## config.mk

```make
export PLATFORM = sky130hd
export DESIGN_NAME = comparator_4bit
export DESIGN_NICKNAME = d
export VERILOG_FILES = /design/src/rtl/comparator_4bit.sv
export SDC_FILE = /design/constraint.sdc
export NUM_CORES = 1
export LEC_CHECK = 0
export ABC_AREA = 1
export BUFFER_PORTS_ARGS = -buffer_cell sky130_fd_sc_hd__buf_4
export CELL_PAD_IN_SITES_DETAIL_PLACEMENT = 1
export CELL_PAD_IN_SITES_GLOBAL_PLACEMENT = 1
export CORE_AREA = 8 8 45 47
export DETAILED_ROUTE_END_ITERATION = 8
export DIE_AREA = 0 0 53 55
export GPL_TIMING_DRIVEN = 0
export PLACE_DENSITY = 0.37
export SETUP_SLACK_MARGIN = 0.3
export SYNTH_ARGS = -nofsm -noshare
export SYNTH_HDL_FRONTEND = slang
export SYNTH_SLANG_ARGS = --single-unit
```

## constraint.sdc

```tcl
create_clock -name clk -period 0.8 [get_ports clk]
set_input_delay 0.12 -clock clk [delete_from_list [all_inputs] [get_ports clk]]
set_output_delay 0.12 -clock clk [all_outputs]
set_load 0.005 [all_outputs]
```

## src/rtl/comparator_4bit.sv

```systemverilog
// Registered 2-bit unsigned magnitude comparator: A = abcd[3:2], B = abcd[1:0], xyz = {A>B, A==B, A<B}.
// Optional macro COMPARATOR_4BIT_SYNC_EN inserts a two-stage input synchronizer (latency 3 edges instead of 1).
module comparator_4bit (
  input  logic       clk,
  input  logic       reset_n,
  input  logic [3:0] abcd,
  output logic [2:0] xyz
);

  localparam int unsigned IN_W  = 4;
  localparam int unsigned OP_W  = 2;
  localparam int unsigned OUT_W = 3;

  logic [IN_W-1:0]  cmp_in;
  logic [OP_W-1:0]  op_a;
  logic [OP_W-1:0]  op_b;
  logic [OUT_W-1:0] xyz_d;
  logic [OUT_W-1:0] xyz_q;

`ifdef COMPARATOR_4BIT_SYNC_EN
  logic [IN_W-1:0] sync1_d;
  logic [IN_W-1:0] sync1_q;
  logic [IN_W-1:0] sync2_d;
  logic [IN_W-1:0] sync2_q;

  // Two-flop synchronizer ahead of the compare register
  always_comb begin
    sync1_d = abcd;
    sync2_d = sync1_q;
  end

  always_ff @(posedge clk or negedge reset_n) begin
    if (!reset_n) begin
      sync1_q <= IN_W'(0);
      sync2_q <= IN_W'(0);
    end else begin
      sync1_q <= sync1_d;
      sync2_q <= sync2_d;
    end
  end

  assign cmp_in = sync2_q;
`else
  assign cmp_in = abcd;
`endif

  // Unsigned compare; exactly one of the three result bits is set
  always_comb begin
    op_a  = cmp_in[3:2];
    op_b  = cmp_in[1:0];
    xyz_d = OUT_W'(0);
    if (op_a > op_b) begin
      xyz_d = 3'b100;
    end else if (op_a == op_b) begin
      xyz_d = 3'b010;
    end else begin
      xyz_d = 3'b001;
    end
  end

  always_ff @(posedge clk or negedge reset_n) begin
    if (!reset_n) begin
      xyz_q <= OUT_W'(0);
    end else begin
      xyz_q <= xyz_d;
    end
  end

  assign xyz = xyz_q;

endmodule

```

==> results of run 1 <==
-- logic make-up (layout without fill, tap and decap cells) --
| logic type | Yosys count | count (layout) |
|---|---|---|
| buf+inv | 5 | 18 |
| simple gates | 4 | 4 |
| compound gates | 1 | 1 |
| fa+ha+maj | 2 | 2 |
| flops | 3 | 3 |
-- layout by cell type, fill, tap and decap left out --
cell type,Yosys,final
buf_8,0,1
clkinv_8,0,1
ha_4,0,2
dlygate4sd3_1,0,1
clkbuf_1,0,1
inv_1,4,2
nand2_4,0,1
buf_4,0,3
nor2_2,1,1
inv_4,0,1
clkbuf_4,0,3
inv_2,1,1
nand2_2,1,2
buf_6,0,4
dfrtp_1,3,3
a21oi_2,1,1
-- final timing paths --
kind | from | slack (ns) | cells past startpoint | to
min in group clk | abcd[0] | 0.24 | 4 | xyz[1]$_DFF_PN0_
min | reset_n | 0.21 | 2 | xyz[2]$_DFF_PN0_
max | xyz[1]$_DFF_PN0_ | -0.03 | 1 | xyz[1]
max in group asynchronous | reset_n | 0.49 | 2 | xyz[0]$_DFF_PN0_
-- through the flow --
stage | util | hold WS [ns] | worst slack (ns) | power (W)
6_report | 0.2432 | 0.2134 | -0.03324 | 0.0005928
5_1_grt | 0.2432 | 0.2172 | -0.05838 | 0.0006405
4_1_cts | 0.2396 | 0.2014 | -0.04675 | 0.0006130
3_5_place_dp | 0.1917 | -0.08727 | -0.009104 | 0.0003021
3_3_place_gp | 0.1917 | -0.09042 | -0.004687 | 0.0003008
2_1_floorplan | - | -0.1756 | 0.1534 | 0.0002351
-- final cells by class --
class / count / area [um2]
clock buffers: 4 / 26.28
fillers: 160 / 1047
inverters: 5 / 33.78
multi-input cells: 7 / 88.84
flip-flops and latches: 3 / 75.07
well taps: 16 / 20.02
repair buffers: 9 / 92.59
-- cell usage after synthesis (all sizes together) --
| library cell | n | share of area |
|---|---|---|
| nor2 | 1 | 0.042 |
| nand2 | 3 | 0.093 |
| ha | 2 | 0.17 |
| dfrtp | 3 | 0.51 |
| a21oi | 1 | 0.059 |
| inv | 5 | 0.13 |
-- power breakdown --
part,internal (W),switching (W)
logic,0.0000912,0.0000587
clock network,0.000187,0.0000768
registers,0.000171,0.00000820
total,0.000449,0.000144
-- metal layers --
metal  share of wire  vias to the layer above  track usage
met4           0.044                        0      0.06466
met3            0.16                        2      0.02406
met5               0                        -            0
met1            0.36                       62      0.02131
li1                -                       69            -
met2            0.44                        9      0.04297
-- what timing repair did --
action / in CTS / in global routing
endpoints found under the hold margin: 3 / 0
gates resized for setup: 8 / 1
cloned: 0 / 0
endpoints found under the setup margin: 5 / 5
hold buffers: 1 / 0
pin swaps: 3 / 2
==> impl_metrics.tcl, run 1 <==
set metrics [dict create \
    status "finished, violations left" \
    violations "negative setup slack" \
    gp_congestion 0.6519 \
    crit_path_top_delay_cell "dfrtp_1" \
    synth_fa_ha_area_frac 0.1695 \
    setup_tns_ns -0.08616 \
    drt_iter0_markers 0 \
    antenna_found_initial 0 \
    cts_setup_buffers 0 \
    largest_reg_flops 3 \
    fin_crit_sh 1.042 \
    slew_headroom 0.9371 \
    fmax_mhz 1200 \
    ant_nets 0 \
    cts_buffer_depth 2 \
    synth-simple-area-share 0.1356 \
    setup_viol 3 \
    dp_hpwl_um 315.2 \
    core_area_um2 1384 \
    vdd_ir_drop_max_uv 331.6 \
    power_density_nw_per_um2 1761 \
    path_cells "buf_6" \
    required_ns 0.68 \
    synth-compound-area-share 0.05932 \
    grt_overflow_total 0 \
    syn-num-nets 23 \
    slew_viol_final 0 \
    io-pin-count 9 \
    dp_cells 39 \
    worst_hold_path_type "primary input to asynchronous set/reset pin" \
    yosysSeqAreaShare 0.5085 \
    finalWorstSetupSlack_ns -0.03324 \
    worst_path_largest_cell_delay_ns 0.37 \
    die_area_um2 2915 \
    cts_buffers 3 \
    syn_to_final_growth_pct 128.0 \
    cts_tree "built" \
    synth_seq_cells 3 \
    drive_gt1_frac 0.7500 \
    viasPerCell 3.227 \
    synthCells 15 \
    grt_pass1_wl_um 586 \
    diodes 0 \
    cts.sinks 3 \
    vias 142 \
    tightest_slew_ns 0.09426 \
    die_w_um 53 \
    fin_area_um2 336.6 \
    cts-root-buf "clkbuf_4" \
    grt_max_degree 4 \
    grt_pass1_vias 157 \
    syn_area_um2 147.6 \
    drt-pass1-iter-count 1 \
    wl_per_cell_um 8.318 \
    die_h_um 55 \
    syn_area_per_cell_um2 9.843 \
    ys_types 8 \
    rows 14 \
    maxCapViolCount 0 \
    initial_core_util 0.1067 \
    drt-total-wl_um 366 \
    stdcell_count 44 \
    path_max_fanout 1 \
    cts.htree.levels 1 \
    hold_viol_final 0 \
    crit_buf_inv 1 \
    route.detailed.drc 0 \
    synth_xor_area_frac 0 \
    rsz0062_at_grt "yes" \
    io_buffers 8 \
    synth_top_family_by_area "adder cells" \
    period_minus_slack_ns 0.8332 \
    grt_util_all_layers 0.03280 \
    placed_cell_area_um2 265.3 \
    power_leakage_nw 0.1577 \
    worstSetupPathType "register to primary output" \
    finalNetCount 37 \
    synth_warnings 0 \
    cp-end-kind "primary output" \
    synthMuxAreaShare 0 \
    worst_setup_path_start_kind "register" \
    clkTransAtPathRegs_ns 0.04 \
    cp.arrival_ns 0.71 \
    cpLargestDelayFamily "flip-flops" \
]
Note: power is estimated with default switching activity, not from simulation.
==> run 2, diff against run 1 <==
--- a/config.mk
+++ b/config.mk
@@ -14,6 +14,7 @@
 export DIE_AREA = 0 0 53 55
 export GPL_TIMING_DRIVEN = 0
 export PLACE_DENSITY = 0.37
+export REMOVE_ABC_BUFFERS = 1
 export SETUP_SLACK_MARGIN = 0.3
 export SYNTH_ARGS = -nofsm -noshare
 export SYNTH_HDL_FRONTEND = slang
==> impl_metrics.tcl, run 2 (synthesis gave the netlist of run 1 again) <==
set metrics [dict create \
    drive_gt1_frac 0.7500 \
    grt_util_all_layers 0.03448 \
    fillers 163 \
    syn_to_final_growth_pct 123.7 \
    required_ns 0.68 \
    violations "negative setup slack" \
    cts_buffers 3 \
    cp-end-kind "primary output" \
    fin_crit_sh 1.037 \
    placed_cell_area_um2 227.7 \
    diodes 0 \
    worst_setup_path_start_kind "register" \
    dp_hpwl_um 289.1 \
    cts.sinks 3 \
    drt-pass1-iter-count 2 \
    cts.htree.levels 1 \
    cts_buffer_depth 2 \
    worstSetupStartpoint "xyz[1]$_DFF_PN0_" \
    mostFrequentLayoutCells "buf_6 (7), clkbuf_4 (3), dfrtp_1 (3)" \
    wl_per_cell_um 8.386 \
    maxCapViolCount 0 \
    hold_viol_final 0 \
    grt_overflow_total 0 \
    vias 145 \
    rsz0062_at_grt "yes" \
    core_area_um2 1384 \
    vdd_ir_drop_max_uv 366.8 \
    worstSetupPathType "register to primary output" \
    tightest_slew_ns 0.09386 \
    route.detailed.drc 0 \
    fin_area_um2 330.3 \
    cpLargestDelayFamily "flip-flops" \
    drt-total-wl_um 369 \
    grt_pass1_vias 162 \
    post-route-util 0.2387 \
    setup_viol 3 \
    ant_nets 0 \
    layout_commonest_cell "buf_6" \
    crit_buf_inv 1 \
    finalNetCount 37 \
    die_h_um 55 \
    finalWorstSetupSlack_ns -0.02989 \
    fmax_mhz 1205 \
    initial_core_util 0.1067 \
    path_max_fanout 1 \
    power_density_nw_per_um2 1784 \
    largest_reg_flops 3 \
    crit_cells 1 \
    holdWs_ns 0.2176 \
    finalPower_w 0.0005893 \
    cts-root-buf "clkbuf_4" \
    gp_congestion 0.6161 \
    worst_hold_path_type "primary input to asynchronous set/reset pin" \
    viasPerCell 3.295 \
    status "finished, violations left" \
    die_w_um 53 \
    cts_setup_buffers 0 \
    clkTransAtPathRegs_ns 0.04 \
    path_cells "buf_6" \
    io-pin-count 9 \
    grt_max_degree 4 \
    power_leakage_nw 0.1563 \
    antenna_found_initial 0 \
    io_buffers 8 \
    rows 14 \
    drt_iter0_markers 1 \
    die_area_um2 2915 \
    cts_tree "built" \
    crit_path_top_delay_cell "dfrtp_1" \
    slew_headroom 0.9374 \
    worst_path_largest_cell_delay_ns 0.36 \
    period_minus_slack_ns 0.8299 \
    grt_pass1_wl_um 621 \
    cp.arrival_ns 0.71 \
    slew_viol_final 0 \
]
==> run 2: changes by cell type in the layout (fill, tap and decap cells not counted), sizes merged <==
cell	previous run	this run
inv	4	5
clkinv	1	0
==> run 2: stage by stage <==
| stage | worst slack [ns] | setup TNS, ns | std cells |
|---|---|---|---|
| 2_1_floorplan | 0.08804 | 0 | 15 |
| 3_3_place_gp | -0.03617 | -0.06401 | 39 |
| 3_5_place_dp | -0.03857 | -0.06912 | 39 |
| 4_1_cts | -0.04508 | -0.1312 | 44 |
| 5_1_grt | -0.06005 | -0.1676 | 44 |
| 6_report | -0.02989 | -0.08116 | 44 |
==> run 2: routing by layer <==
metal | part of all wire | track usage | vias to the layer above
met4 | 0.016 | 0.05172 | 0
met5 | 0 | 0 | -
met1 | 0.31 | 0.02595 | 65
met2 | 0.41 | 0.03711 | 9
met3 | 0.27 | 0.04011 | 2
li1 | - | - | 69
==> run 2: worst paths after layout <==
kind	endpoint	slack [ns]
worst max-delay path	xyz[1]	-0.03
worst min-delay path	xyz[1]$_DFF_PN0_	0.22
max in group asynchronous	xyz[2]$_DFF_PN0_	0.49
min in group clk	xyz[1]$_DFF_PN0_	0.23
==> run 2: cell type report <==
type                       instances  area (um2)  area share
timing repair buffer               9       96.34      0.2917
clock buffer                       4       26.28     0.07955
sequential                         3       75.07      0.2273
inverter                           5       23.77     0.07197
multi-input combinational          7       88.84      0.2689
tap                               16       20.02     0.06061
==> run 2: power breakdown <==
part           total (W)  switching, W  internal, W
sequential      0.000179    0.00000819     0.000171
combinational   0.000147     0.0000552    0.0000915
clock           0.000263     0.0000765     0.000187
==> run 2: repair_timing <==
item                                   CTS  global route
resized for setup                       13             3
pin swaps                                3             3
hold buffers                             1             0
setup endpoints to repair                6             5
endpoints found under the hold margin    3             0
